**src/rtl/card_draw_ctrl.sv**
```systemverilog
// Card dealer: a 52-card deck with a used mask, random or fixed pick, linear scan and round-robin player/dealer grants.
// Build option: define CARD_DRAW_FIXED_EN to deal in lowest-unused-index order instead of LFSR-random order.
module card_draw_ctrl #(
   parameter logic [15:0] LFSR_SEED = 16'hACE1
) (
   input  logic       clk,
   input  logic       rst,
   input  logic       shuffle,
   input  logic       player_req,
   input  logic       dealer_req,
   output logic       player_ack,
   output logic       dealer_ack,
   output logic [3:0] card_value,
   output logic [1:0] card_symbol,
   output logic [5:0] cards_left,
   output logic       deck_empty,
   output logic       busy,
   output logic [2:0] fsm_state
);

   typedef enum logic [2:0] {
      IDLE  = 3'd0,
      CLEAR = 3'd1,
      PICK  = 3'd2,
      SCAN  = 3'd3,
      GRANT = 3'd4
   } state_t;

   localparam logic [15:0] SEED = (LFSR_SEED == 16'h0000) ? 16'h0001 : LFSR_SEED;
   localparam logic [5:0]  DECK = 6'd52;

   // Handshake: a requester holds its req level until it sees its one-cycle ack;
   // card outputs are valid in the ack cycle and hold until the next grant.
   state_t      state, state_nxt;
   logic [15:0] lfsr;
   logic [51:0] used;
   logic [63:0] used_ext;
   logic [5:0]  idx, idx_nxt;
   logic        winner_p, winner_nxt;
   logic        last_p;
   logic        load_card;
   logic [1:0]  sym_nxt;
   logic [5:0]  base_nxt;
   logic [5:0]  rank_nxt;
`ifndef CARD_DRAW_FIXED_EN
   logic [5:0]  cand;
   assign cand = lfsr[5:0];
`endif

   assign used_ext = {12'h000, used};

   always_comb begin
      state_nxt  = state;
      idx_nxt    = idx;
      winner_nxt = winner_p;
      load_card  = 1'b0;
      case (state)
         IDLE: begin
            if (shuffle) begin
               state_nxt = CLEAR;
            end else if ((player_req || dealer_req) && (cards_left != 6'd0)) begin
               state_nxt  = PICK;
               // On a tie the side not granted last time wins.
               winner_nxt = player_req && (!dealer_req || !last_p);
            end
         end
         CLEAR: state_nxt = IDLE;
         PICK: begin
`ifdef CARD_DRAW_FIXED_EN
            state_nxt = SCAN;
            idx_nxt   = 6'd0;
`else
            if ((cand < DECK) && !used_ext[cand]) begin
               state_nxt = GRANT;
               idx_nxt   = cand;
               load_card = 1'b1;
            end else begin
               state_nxt = SCAN;
               idx_nxt   = (cand < DECK) ? cand : (cand - DECK);
            end
`endif
         end
         SCAN: begin
            if (!used_ext[idx]) begin
               state_nxt = GRANT;
               load_card = 1'b1;
            end else begin
               idx_nxt = (idx == 6'd51) ? 6'd0 : (idx + 6'd1);
            end
         end
         GRANT:   state_nxt = IDLE;
         default: state_nxt = IDLE;
      endcase
   end

   // Rank/suit split of the index being granted, without a divider.
   always_comb begin
      sym_nxt  = 2'd0;
      base_nxt = 6'd0;
      if (idx_nxt >= 6'd39) begin
         sym_nxt  = 2'd3;
         base_nxt = 6'd39;
      end else if (idx_nxt >= 6'd26) begin
         sym_nxt  = 2'd2;
         base_nxt = 6'd26;
      end else if (idx_nxt >= 6'd13) begin
         sym_nxt  = 2'd1;
         base_nxt = 6'd13;
      end
      rank_nxt = idx_nxt - base_nxt + 6'd1;
   end

   // The card is committed on entry to GRANT so that outputs, mask and count
   // are already consistent in the ack cycle; a reset before then leaves no trace.
   always_ff @(posedge clk or posedge rst) begin
      if (rst) begin
         state       <= IDLE;
         lfsr        <= SEED;
         used        <= 52'd0;
         cards_left  <= DECK;
         card_value  <= 4'd0;
         card_symbol <= 2'd0;
         idx         <= 6'd0;
         winner_p    <= 1'b0;
         last_p      <= 1'b0;
      end else begin
         lfsr     <= {lfsr[14:0], lfsr[15] ^ lfsr[13] ^ lfsr[12] ^ lfsr[10]};
         state    <= state_nxt;
         idx      <= idx_nxt;
         winner_p <= winner_nxt;
         if (state == CLEAR) begin
            used       <= 52'd0;
            cards_left <= DECK;
         end
         if (load_card) begin
            used        <= used | (52'd1 << idx_nxt);
            cards_left  <= cards_left - 6'd1;
            card_value  <= rank_nxt[3:0];
            card_symbol <= sym_nxt;
         end
         if (state == GRANT) begin
            last_p <= winner_p;
         end
      end
   end

   assign player_ack = (state == GRANT) && winner_p;
   assign dealer_ack = (state == GRANT) && !winner_p;
   assign busy       = (state != IDLE);
   assign deck_empty = (cards_left == 6'd0);
   assign fsm_state  = state;

endmodule

```
**config.mk**
```make
export PLATFORM = sky130hd
export DESIGN_NAME = card_draw_ctrl
export DESIGN_NICKNAME = d
export VERILOG_FILES = /design/src/rtl/card_draw_ctrl.sv
export SDC_FILE = /design/constraint.sdc
export NUM_CORES = 1
export LEC_CHECK = 0
export ABC_AREA = 1
export BUFFER_PORTS_ARGS = -buffer_cell sky130_fd_sc_hd__buf_2
export CORE_MARGIN = 3
export CORE_UTILIZATION = 55
export CTS_BUF_LIST = sky130_fd_sc_hd__clkbuf_16
export DETAILED_ROUTE_END_ITERATION = 10
export HOLD_SLACK_MARGIN = 0.05
export MAX_ROUTING_LAYER = met4
export PLACE_DENSITY = 0.75
export SYNTH_ARGS = -nofsm -noshare
export SYNTH_HDL_FRONTEND = slang
export SYNTH_SLANG_ARGS = --single-unit
```
**constraint.sdc**
```tcl
create_clock -name clk -period 3.8 [get_ports clk]
set_clock_uncertainty 0.2 [all_clocks]
set_input_delay 0.57 -clock clk [delete_from_list [all_inputs] [get_ports clk]]
set_output_delay 0.57 -clock clk [all_outputs]
set_load 0.1 [all_outputs]
```
==> results of run 1 <==
==> stage by stage <==
step	hold WS, ns	util [%]	total power [mW]
final	0.152	68.3	4.41
after global routing	0.162	68.3	4.64
after CTS	0.155	68.2	4.38
after detailed placement	0.140	63.8	3.40
after global placement	0.137	63.8	3.37
after floorplan	0.131	-	2.80
==> per-layer routing <==
metal / track usage [%] / part of all wire (%) / vias up
li1: - / - / 2316
met2: 43.7 / 45 / 237
met1: 43.4 / 44 / 2319
met3: 5.94 / 7.9 / 43
met4: 11.0 / 3.1 / 0
met5: - / 0 / -
==> power by group <==
| group | switching (mW) | internal (mW) | total, mW |
|---|---|---|---|
| registers | 0.112 | 1.10 | 1.21 |
| clock network | 0.403 | 0.523 | 0.926 |
| logic | 1.63 | 0.637 | 2.27 |
| total | 2.15 | 2.26 | 4.41 |
==> cell type report <==
cell class                 count  area share [%]
clock buffer                   9            3.73
clock inverter                 7            1.37
inverter                      90            5.73
multi-input combinational    445            38.8
sequential                    91            38.0
tap                          108            2.24
timing repair buffer          86            10.1
==> sequential cells by signal (all words and copies together), names as in the netlist <==
| register | flops |
|---|---|
| used | 52 |
| lfsr | 16 |
| cards_left | 6 |
| idx | 6 |
| card_value | 4 |
| fsm_state | 3 |
| card_symbol | 2 |
| last_p | 1 |
| winner_p | 1 |
==> logic make-up after synthesis <==
| kind of cell | after synthesis |
|---|---|
| DFF | 91 |
| buffers and inverters | 119 |
| adders and majority gates | 9 |
| AOI/OAI and AO/OA | 138 |
| xor gates and xnor gates | 8 |
| and+or+nand+nor | 290 |
==> critical path: stages (launching register included) <==
cell and delay, ns:
dfrtp_2 0.51, buf_6 0.18, nand2_1 0.06, nand3_1 0.07
nand2_1 0.07, nand2_1 0.04, nand2_1 0.07, inv_1 0.03
nand2_1 0.05, nand2_1 0.06, nand2_2 0.10, nand2_4 0.09
nand3_2 0.07, nand2_1 0.10, nand2_2 0.10, nand3_2 0.09
o211ai_1 0.27, and2_1 0.17, inv_1 0.04, ha_1 0.26
inv_1 0.04, ha_2 0.17, fa_2 0.33, xor2_1 0.16
xnor2_1 0.19, nand3_1 0.09, nand3_1 0.07, nand2_1 0.04
==> worst paths after layout <==
kind,from,end,slack [ns]
min,lfsr[14],lfsr[15],0.15
min in group asynchronous,rst,used[32],0.21
min reg2reg,lfsr[14],lfsr[15],0.15
max in group asynchronous,rst,lfsr[10],2.42
max reg2reg,idx[0],card_value[3],-0.06
max,idx[0],card_value[3],-0.06
==> cell usage in the layout, fill, tap and decap left out, types with 8 or more instances in the layout <==
cell type	n
nand2_1	151
nand3_1	72
buf_2	24
inv_2	9
clkbuf_16	9
buf_4	57
a21oi_1	31
o21ai_1	12
dfrtp_1	76
o211ai_1	8
o22ai_1	43
nor2_1	25
inv_1	79
nand2_2	8
dfstp_2	11
o21ai_0	40
==> repair_timing <==
item,in CTS,in global routing
pin swaps,14,2
buffers inserted,3,1
cloned,1,0
resized for setup,18,0
hold buffers,0,0
endpoints found under the setup margin,1,2
==> impl_metrics.yaml, run 1 <==
clocking:
  clk_pin_slew_ns: 0.07
  cts.sinks: 91
  clockRootBuffer: "clkbuf_16"
  numCtsBuffers: 9
  htree_levels: 3
  clock_latency_ns: 0.35
  clockBufferDepth: 2
  cts_tree: "yes"
layout:
  multi_input_area_sq_mm: 0.00235
  instances_no_fill: 836
  diodes: 0
  ff_latch_area_sq_mm: 0.00230
  fin_nets: 737
  fill_cells: 740
  area_growth_pct: 18.6
  drive_above_1_share_pct: 22.4
  stdcell_area_sq_mm: 0.00604
global_routing:
  antenna_found_initial: 0
  grt_pass1_vias: 4687
  grt_pass1_wl_um: 23900
  grtUsageTotal_pct: 30.6
  gr-total-overflow: 0
  grt_max_degree: 58
yosys:
  synth_compound_area_share_pct: 15.2
  synth_seq_cells: 91
  synth_edf_count: 0
  synthCells: 655
  synth_top_family_by_area: "simple AND/OR/NAND/NOR gates"
  synthMuxAreaShare_pct: 0
  synth_common_cells: "155 x nand2_1, 80 x dfrtp_1, 80 x inv_1"
  synth_warnings: 0
  netlist_top_cells_area: "dfrtp_1 39%, nand2_1 11%, nand3_1 7.2%"
  ys_seq_area_share_pct: 45.0
  yosys.area_share.simple_pct: 26.1
  synthFlopType: "dfrtp_1"
  synth_area_sq_mm: 0.00509
  ys_async_sr_fraction_pct: 100
  synth_top_area_cell: "dfrtp_1"
  avgSynthCellArea_sq_um: 7.78
  syn_nets: 669
  synthAdderAreaFrac_pct: 2.36
  yosysUniqueCellTypes: 34
  synth-xor-area-share_pct: 1.38
  post-synth-top-area-fraction_pct: 39.3
  synth.most_common_cell: "nand2_1"
sta:
  finalWorstSetupSlack_ns: -0.0581
  slew_violations: 0
  worst_pin_slew_ns: 0.970
  period_share_pct: 102
  hold_violations: 0
  rsz0062_at_grt: "true"
  min_period_ns: 3.86
  relSlewSlack_pct: 35.3
  max_freq_ghz: 0.259
  fin_setup_tns_ns: -0.0581
  setup_viol: 1
detailed_routing:
  wl_um: 14800
  num_vias: 4915
  wire_per_inst_um: 17.7
  post_drt_via_cell_ratio: 5.88
  ant_nets: 0
  drt_iter0_markers: 469
  drc: 0
  firstDrtPassIters: 5
placement:
  routabilityCongestion: 1.02
  pre_cts_ws_ns: -0.176
  dpl.cell_count: 815
  dp_hpwl_um: 10700
  port_buffers: 23
  dpl_cell_area_sq_mm: 0.00564
setup_path:
  worstSetupPathType: "reg -> reg"
  worstPathMaxFanout: 8
  start_kind: "register"
  reg2regPathDepth: 27
  cp_data_arrival_time_ns: 3.89
  critPathCaptureType: "register"
  cp.required_ns: 3.83
floorplan:
  die_h_um: 102
  start_util_pct: 57.6
  ios: 24
  core-area_sq_mm: 0.00885
  dieWidth_um: 102
  rows: 34
  dieArea_sq_mm: 0.0105
hold_path:
  min_delay_path_depth: 0
  min_path_type: "reg -> reg"
run_status:
  status: "complete, but fails checks"
  violations: "negative setup slack"
power_and_ir_drop:
  pwr_density_cell_mw_per_mm2: 729
  leakage_nw: 2.92
  ir_drop_mv: 0.555
job:
  maxCapViolCount: 0
Note: power is estimated with default switching activity, not from simulation.
==> run 2: changes to the inputs <==
==> constraint.sdc (replaced) <==
create_clock -name clk -period 3.8 [get_ports clk]
set_clock_uncertainty 0.2 [all_clocks]
set_input_delay 0.19 -clock clk [delete_from_list [all_inputs] [get_ports clk]]
set_output_delay 0.19 -clock clk [all_outputs]
set_load 0.1 [all_outputs]
==> run 2 against run 1 <==
Net effect:
- the flow still finishes with violations (negative setup slack)
- die area did not move
- core utilization rose by 4.6 points
- total power rose by 6.8%
- via count rose by 4.7%
- non-clock buffer count rose by 20
- final area rose by 6.7%
- clock power rose by 3.8%
- largest cell class unchanged
- largest power group unchanged
==> impl_metrics.yaml, run 2 (synthesized netlist as in run 1, its figures left out) <==
placement:
  port_buffers: 23
  routabilityCongestion: 1.04
  dpl.cell_count: 814
  dp_hpwl_um: 10900
global_routing:
  grt_pass1_wl_um: 25200
  grt_pass1_vias: 4894
  gr-total-overflow: 0
  use_met3_pct: 6.69
  antenna_found_initial: 0
  top_usage_layer: "met2"
  met1_usage_pct: 44.0
  grt_max_degree: 53
  grtUsageTotal_pct: 33.0
  grtUsageMet2_pct: 47.5
power_and_ir_drop:
  p_sw_mw: 2.28
  p_comb_share_pct: 53.8
  ir_drop_mv: 0.714
  swShare_pct: 48.5
  pwr_density_cell_mw_per_mm2: 729
  p_int_mw: 2.42
  pwr-share-seq_pct: 25.8
  leakage_nw: 3.05
  clkPwrFrac_pct: 20.4
setup_path:
  reg2regPathDepth: 27
  critPathCaptureType: "register"
  cp.required_ns: 3.89
  start_kind: "register"
  worstSetupStartpoint: "idx[0]"
  worstReg2RegEnd: "card_value[3]"
  cpMaxStageDelayCell: "dfrtp_2"
  cp_data_arrival_time_ns: 4.19
  rrSetupSlack_ns: -0.31
  cp-endpoint: "card_value[3]"
  critPathMaxStageDelay_ns: 0.51
  worstPathMaxFanout: 7
  worstSetupPathType: "reg -> reg"
  r2r_start: "idx[0]"
sta:
  hold_violations: 0
  relSlewSlack_pct: 39.5
  fin_setup_tns_ns: -7.48
  setup_viol: 48
  period_share_pct: 108
  worst_pin_slew_ns: 0.908
  slew_violations: 0
  rsz0062_at_grt: "true"
  max_freq_ghz: 0.244
  min_period_ns: 4.11
  finalWorstSetupSlack_ns: -0.306
clocking:
  clockBufferDepth: 2
  htree_levels: 3
  clock_latency_ns: 0.35
  numCtsBuffers: 9
  clockRootBuffer: "clkbuf_16"
  cts_tree: "yes"
  cts.sinks: 91
  clk_pin_slew_ns: 0.06
detailed_routing:
  wl_um: 16300
  drt_iter0_markers: 545
  num_vias: 5148
  post_drt_via_cell_ratio: 5.99
  drc: 0
  ant_nets: 0
  firstDrtPassIters: 8
  wire_per_inst_um: 19.0
layout:
  largestRegisters: "used (52), lfsr (16)"
  area_growth_pct: 26.6
  diodes: 0
  instances_no_fill: 859
  fin_nets: 760
  drive_above_1_share_pct: 27.6
  final_cell_mix: "143 x nand2_1, 79 x inv_1, 76 x dfrtp_1"
  layout_commonest_cell: "nand2_1"
  largest_reg_flops: 52
  fill_cells: 655
  post-route-util_pct: 72.9
  largest_register: "used"
hold_path:
  min_path_type: "reg -> reg"
floorplan:
  start_util_pct: 57.6
  die_h_um: 102
  dieWidth_um: 102
  rows: 34
  ios: 24
  dieArea_sq_mm: 0.0105
  core-area_sq_mm: 0.00885
run_status:
  status: "complete, but fails checks"
  violations: "negative setup slack"
job:
  maxCapViolCount: 0
-- run 2: worst max-delay path: cells and delay by family, from the launching register on --
kind	cells	cell delay [ns]
AND/OR/NAND/NOR	18	1.67
adder cells (fa/ha/maj)	3	0.73
buffers and inverters	4	0.54
flip-flops	1	0.51
XOR/XNOR	2	0.39
-- run 2: power groups by stage --
stage               logic, mW  registers, mW  clock network [mW]
finish                   2.53           1.21               0.961
global route             2.69           1.23                1.01
CTS                      2.33           1.21               0.972
detailed placement       2.16           1.22                   0
global placement         2.13           1.21                   0
floorplan                1.16           1.64                   0
-- run 2: cell type report --
type / count / area [sq um] / share of cell area, %
Clock buffer: 9 / 225 / 3.49
Clock inverter: 7 / 93.8 / 1.45
Inverter: 90 / 348 / 5.39
Multi-Input combinational cell: 446 / 2550 / 39.6
Sequential cell: 91 / 2300 / 35.6
Tap cell: 108 / 135 / 2.09
Timing Repair Buffer: 106 / 783 / 12.1
Timing Repair inverter: 2 / 15.0 / 0.233
-- run 2: timing repair --
item | CTS | global route
gates resized for setup | 28 | 32
cloned | 2 | 1
hold buffers | 4 | 0
pin swaps | 26 | 17
setup buffers | 20 | 2
endpoints found under the hold margin | 45 | 0
setup endpoints to repair | 1 | 63
-- run 2: worst min path at each step --
stage	cells after the start	slack, ns	to	start
3_5_place_dp	0	0.14	lfsr[10]	lfsr[9]
4_1_cts	0	0.16	lfsr[7]	lfsr[6]
5_1_grt	0	0.16	lfsr[7]	lfsr[6]
6_report	0	0.16	lfsr[7]	lfsr[6]
2_1_floorplan	2	0.12	fsm_state[0]	shuffle
3_3_place_gp	0	0.14	lfsr[15]	lfsr[14]
-- run 2: per-stage QoR --
stage	power [mW]	worst slack, ns	hold WS, ns	cell area, sq um
final	4.70	-0.306	0.159	6450
after global routing	4.93	-0.499	0.162	6450
after CTS	4.51	-0.162	0.160	6250
after detailed placement	3.37	-0.208	0.139	5620
after global placement	3.35	-0.114	0.137	5620
after floorplan	2.80	0.0206	0.123	5110
-- run 2: routing by layer --
metal	wire length (um)	vias to the layer above
li1	-	2360
met1	6500	2374
met2	7180	326
met3	1760	88
met4	892	0
met5	0	-
==> run 3: changes to the inputs <==
--- a/config.mk
+++ b/config.mk
@@ -9,7 +9,6 @@
 export BUFFER_PORTS_ARGS = -buffer_cell sky130_fd_sc_hd__buf_2
 export CORE_MARGIN = 3
 export CORE_UTILIZATION = 55
-export CTS_BUF_LIST = sky130_fd_sc_hd__clkbuf_16
 export DETAILED_ROUTE_END_ITERATION = 10
 export HOLD_SLACK_MARGIN = 0.05
 export MAX_ROUTING_LAYER = met4
==> run 3 against run 2 <==
Net effect:
- the flow still finishes with violations (negative setup slack)
- via count decreased by 2.9%
- total power decreased by 8.7%
- non-clock buffer count decreased by 12
- first-iteration DRC count decreased by 0.55%
- wire length decreased by 6.5%
- sequential power about the same
- die area unchanged
- critical path type unchanged
- largest power group unchanged
==> impl_metrics.yaml, run 3 (synthesized netlist as in run 1, its figures left out) <==
run_status:
  status: "complete, but fails checks"
  violations: "negative setup slack"
floorplan:
  rows: 34
  ios: 24
  core-area_sq_mm: 0.00885
  dieArea_sq_mm: 0.0105
  dieWidth_um: 102
  start_util_pct: 57.6
  die_h_um: 102
global_routing:
  grt_pass1_vias: 4709
  antenna_found_initial: 0
  grtUsageMet2_pct: 46.5
  grt_pass1_wl_um: 24400
  met1_usage_pct: 43.6
  grt_max_degree: 53
  use_met3_pct: 5.39
  top_usage_layer: "met2"
  grtUsageTotal_pct: 31.5
  gr-total-overflow: 0
setup_path:
  cp_data_arrival_time_ns: 4.03
  critPathCaptureType: "register"
  cp.required_ns: 3.86
  start_kind: "register"
  crit_chain: "buf_2 -> nand2_1 -> nand3_1 -> a21oi_1 -> nor2_2 -> nand2_2 -> nand3_4 -> nand3_2 -> nand2_2 -> nand2_2 -> nand3_2 -> o211ai_1 -> and2_1 -> inv_1 -> ha_1 -> inv_1 -> ha_2 -> fa_2 -> xor2_2 -> xnor2_2 -> nand3_1 -> nand3_1 -> nand2_1"
  worstSetupPathType: "reg -> reg"
  cpMaxStageDelayCell: "dfrtp_2"
  worstPathMaxFanout: 7
  critPathMaxStageDelay_ns: 0.52
detailed_routing:
  firstDrtPassIters: 6
  ant_nets: 0
  drt_iter0_markers: 542
  wire_per_inst_um: 18.1
  wl_um: 15300
  post_drt_via_cell_ratio: 5.93
  num_vias: 5001
  drc: 0
layout:
  diodes: 0
  fin_nets: 745
  final_cell_mix: "141 x nand2_1, 78 x inv_1, 76 x dfrtp_1"
  largest_reg_flops: 52
  largestRegisters: "used (52), lfsr (16)"
  drive_above_1_share_pct: 24.6
  area_growth_pct: 19.4
  layout_commonest_cell: "nand2_1"
  largest_register: "used"
  stdcell_area_sq_mm: 0.00608
  post-route-util_pct: 68.7
sta:
  worst_pin_slew_ns: 0.909
  period_share_pct: 104
  hold_ws_ns: 0.0999
  max_freq_ghz: 0.252
  finalWorstSetupSlack_ns: -0.164
  relSlewSlack_pct: 39.4
  min_period_ns: 3.96
  hold_violations: 0
  setup_viol: 1
  rsz0062_at_grt: "true"
  slew_violations: 0
clocking:
  clk_pin_slew_ns: 0.09
  cts_tree: "yes"
  clock_latency_ns: 0.37
  clockBufferDepth: 2
  clockRootBuffer: "clkbuf_8"
  numCtsBuffers: 9
  htree_levels: 3
  cts.sinks: 91
placement:
  dp_hpwl_um: 10900
  dpl_cell_area_sq_mm: 0.00562
  routabilityCongestion: 1.04
  port_buffers: 23
power_and_ir_drop:
  clkPwrFrac_pct: 17.2
  p_int_mw: 2.16
  p_total_mw: 4.30
  pwr_density_cell_mw_per_mm2: 706
  swShare_pct: 49.7
  p_sw_mw: 2.13
  leakage_nw: 2.91
  pwr-share-seq_pct: 28.2
  p_comb_share_pct: 54.6
  ir_drop_mv: 0.744
hold_path:
  min_path_type: "in -> reg"
job:
  maxCapViolCount: 0
-- run 3: cell types whose count changed in the layout (fill, tap and decap cells not counted), sizes merged --
cell      previous run  this run
clkinvlp             5         2
nand3               82        81
clkbuf               9        11
inv                 91        90
buf                102        90
-- run 3: final cells by class --
class / count / area [sq um]
tap: 108 / 135
sequential: 91 / 2300
fill: 725 / 2770
clock buffer: 11 / 131
clock inverter: 5 / 86.3
inverter: 90 / 347
timing repair buffer: 94 / 674
multi-input combinational: 445 / 2410
-- run 3: worst max-delay path: cells and delay by family (launching register included) --
family / cells / cell delay, ns
AOI/OAI and AO/OA: 2 / 0.51
xor gates and xnor gates: 2 / 0.37
adders and majority gates: 3 / 0.79
buffers and inverters: 3 / 0.27
DFF: 1 / 0.52
and+or+nand+nor: 13 / 1.21
-- run 3: final timing paths --
| check | startpoint | to | cells after the start | slack (ns) |
|---|---|---|---|---|
| worst max-delay path | idx[0] | card_value[3] | 23 | -0.16 |
| worst min-delay path | dealer_req | fsm_state[1] | 5 | 0.1 |
| worst max register to register | idx[0] | card_value[3] | 23 | -0.16 |
| worst min register to register | lfsr[6] | lfsr[7] | 0 | 0.16 |
| max in group asynchronous | rst | cards_left[4] | 4 | 2.26 |
| min in group asynchronous | rst | used[0] | 3 | 0.31 |
-- run 3: power by group through the flow --
stage	clock network, mW	registers (mW)	logic, mW
global route	0.787	1.23	2.53
detailed placement	0	1.22	2.16
finish	0.737	1.21	2.35
global placement	0	1.21	2.13
CTS	0.742	1.21	2.27
floorplan	0	1.64	1.16
-- run 3: routing by layer --
metal	vias to the layer above	wire, um	share of wire [%]
met5	-	0	0
met1	2353	6490	43
met4	0	457	3.0
met2	272	6850	45
li1	2334	-	-
met3	42	1470	9.6
-- run 3: timing repair --
item | CTS | global route
endpoints found under the hold margin | 45 | 0
cloned | 2 | 0
gates resized for setup | 29 | 8
endpoints found under the setup margin | 1 | 2
hold buffers | 4 | 0
pin swaps | 24 | 9
setup buffers | 8 | 0
-- run 3: metrics by stage --
| step | cells | setup WS [ns] | setup TNS [ns] |
|---|---|---|---|
| floorplan | 655 | 0.0206 | 0 |
| global placement | 814 | -0.114 | -0.114 |
| detailed placement | 814 | -0.208 | -0.208 |
| CTS | 844 | -0.0716 | -0.0716 |
| global route | 844 | -0.424 | -0.463 |
| finish | 844 | -0.164 | -0.164 |
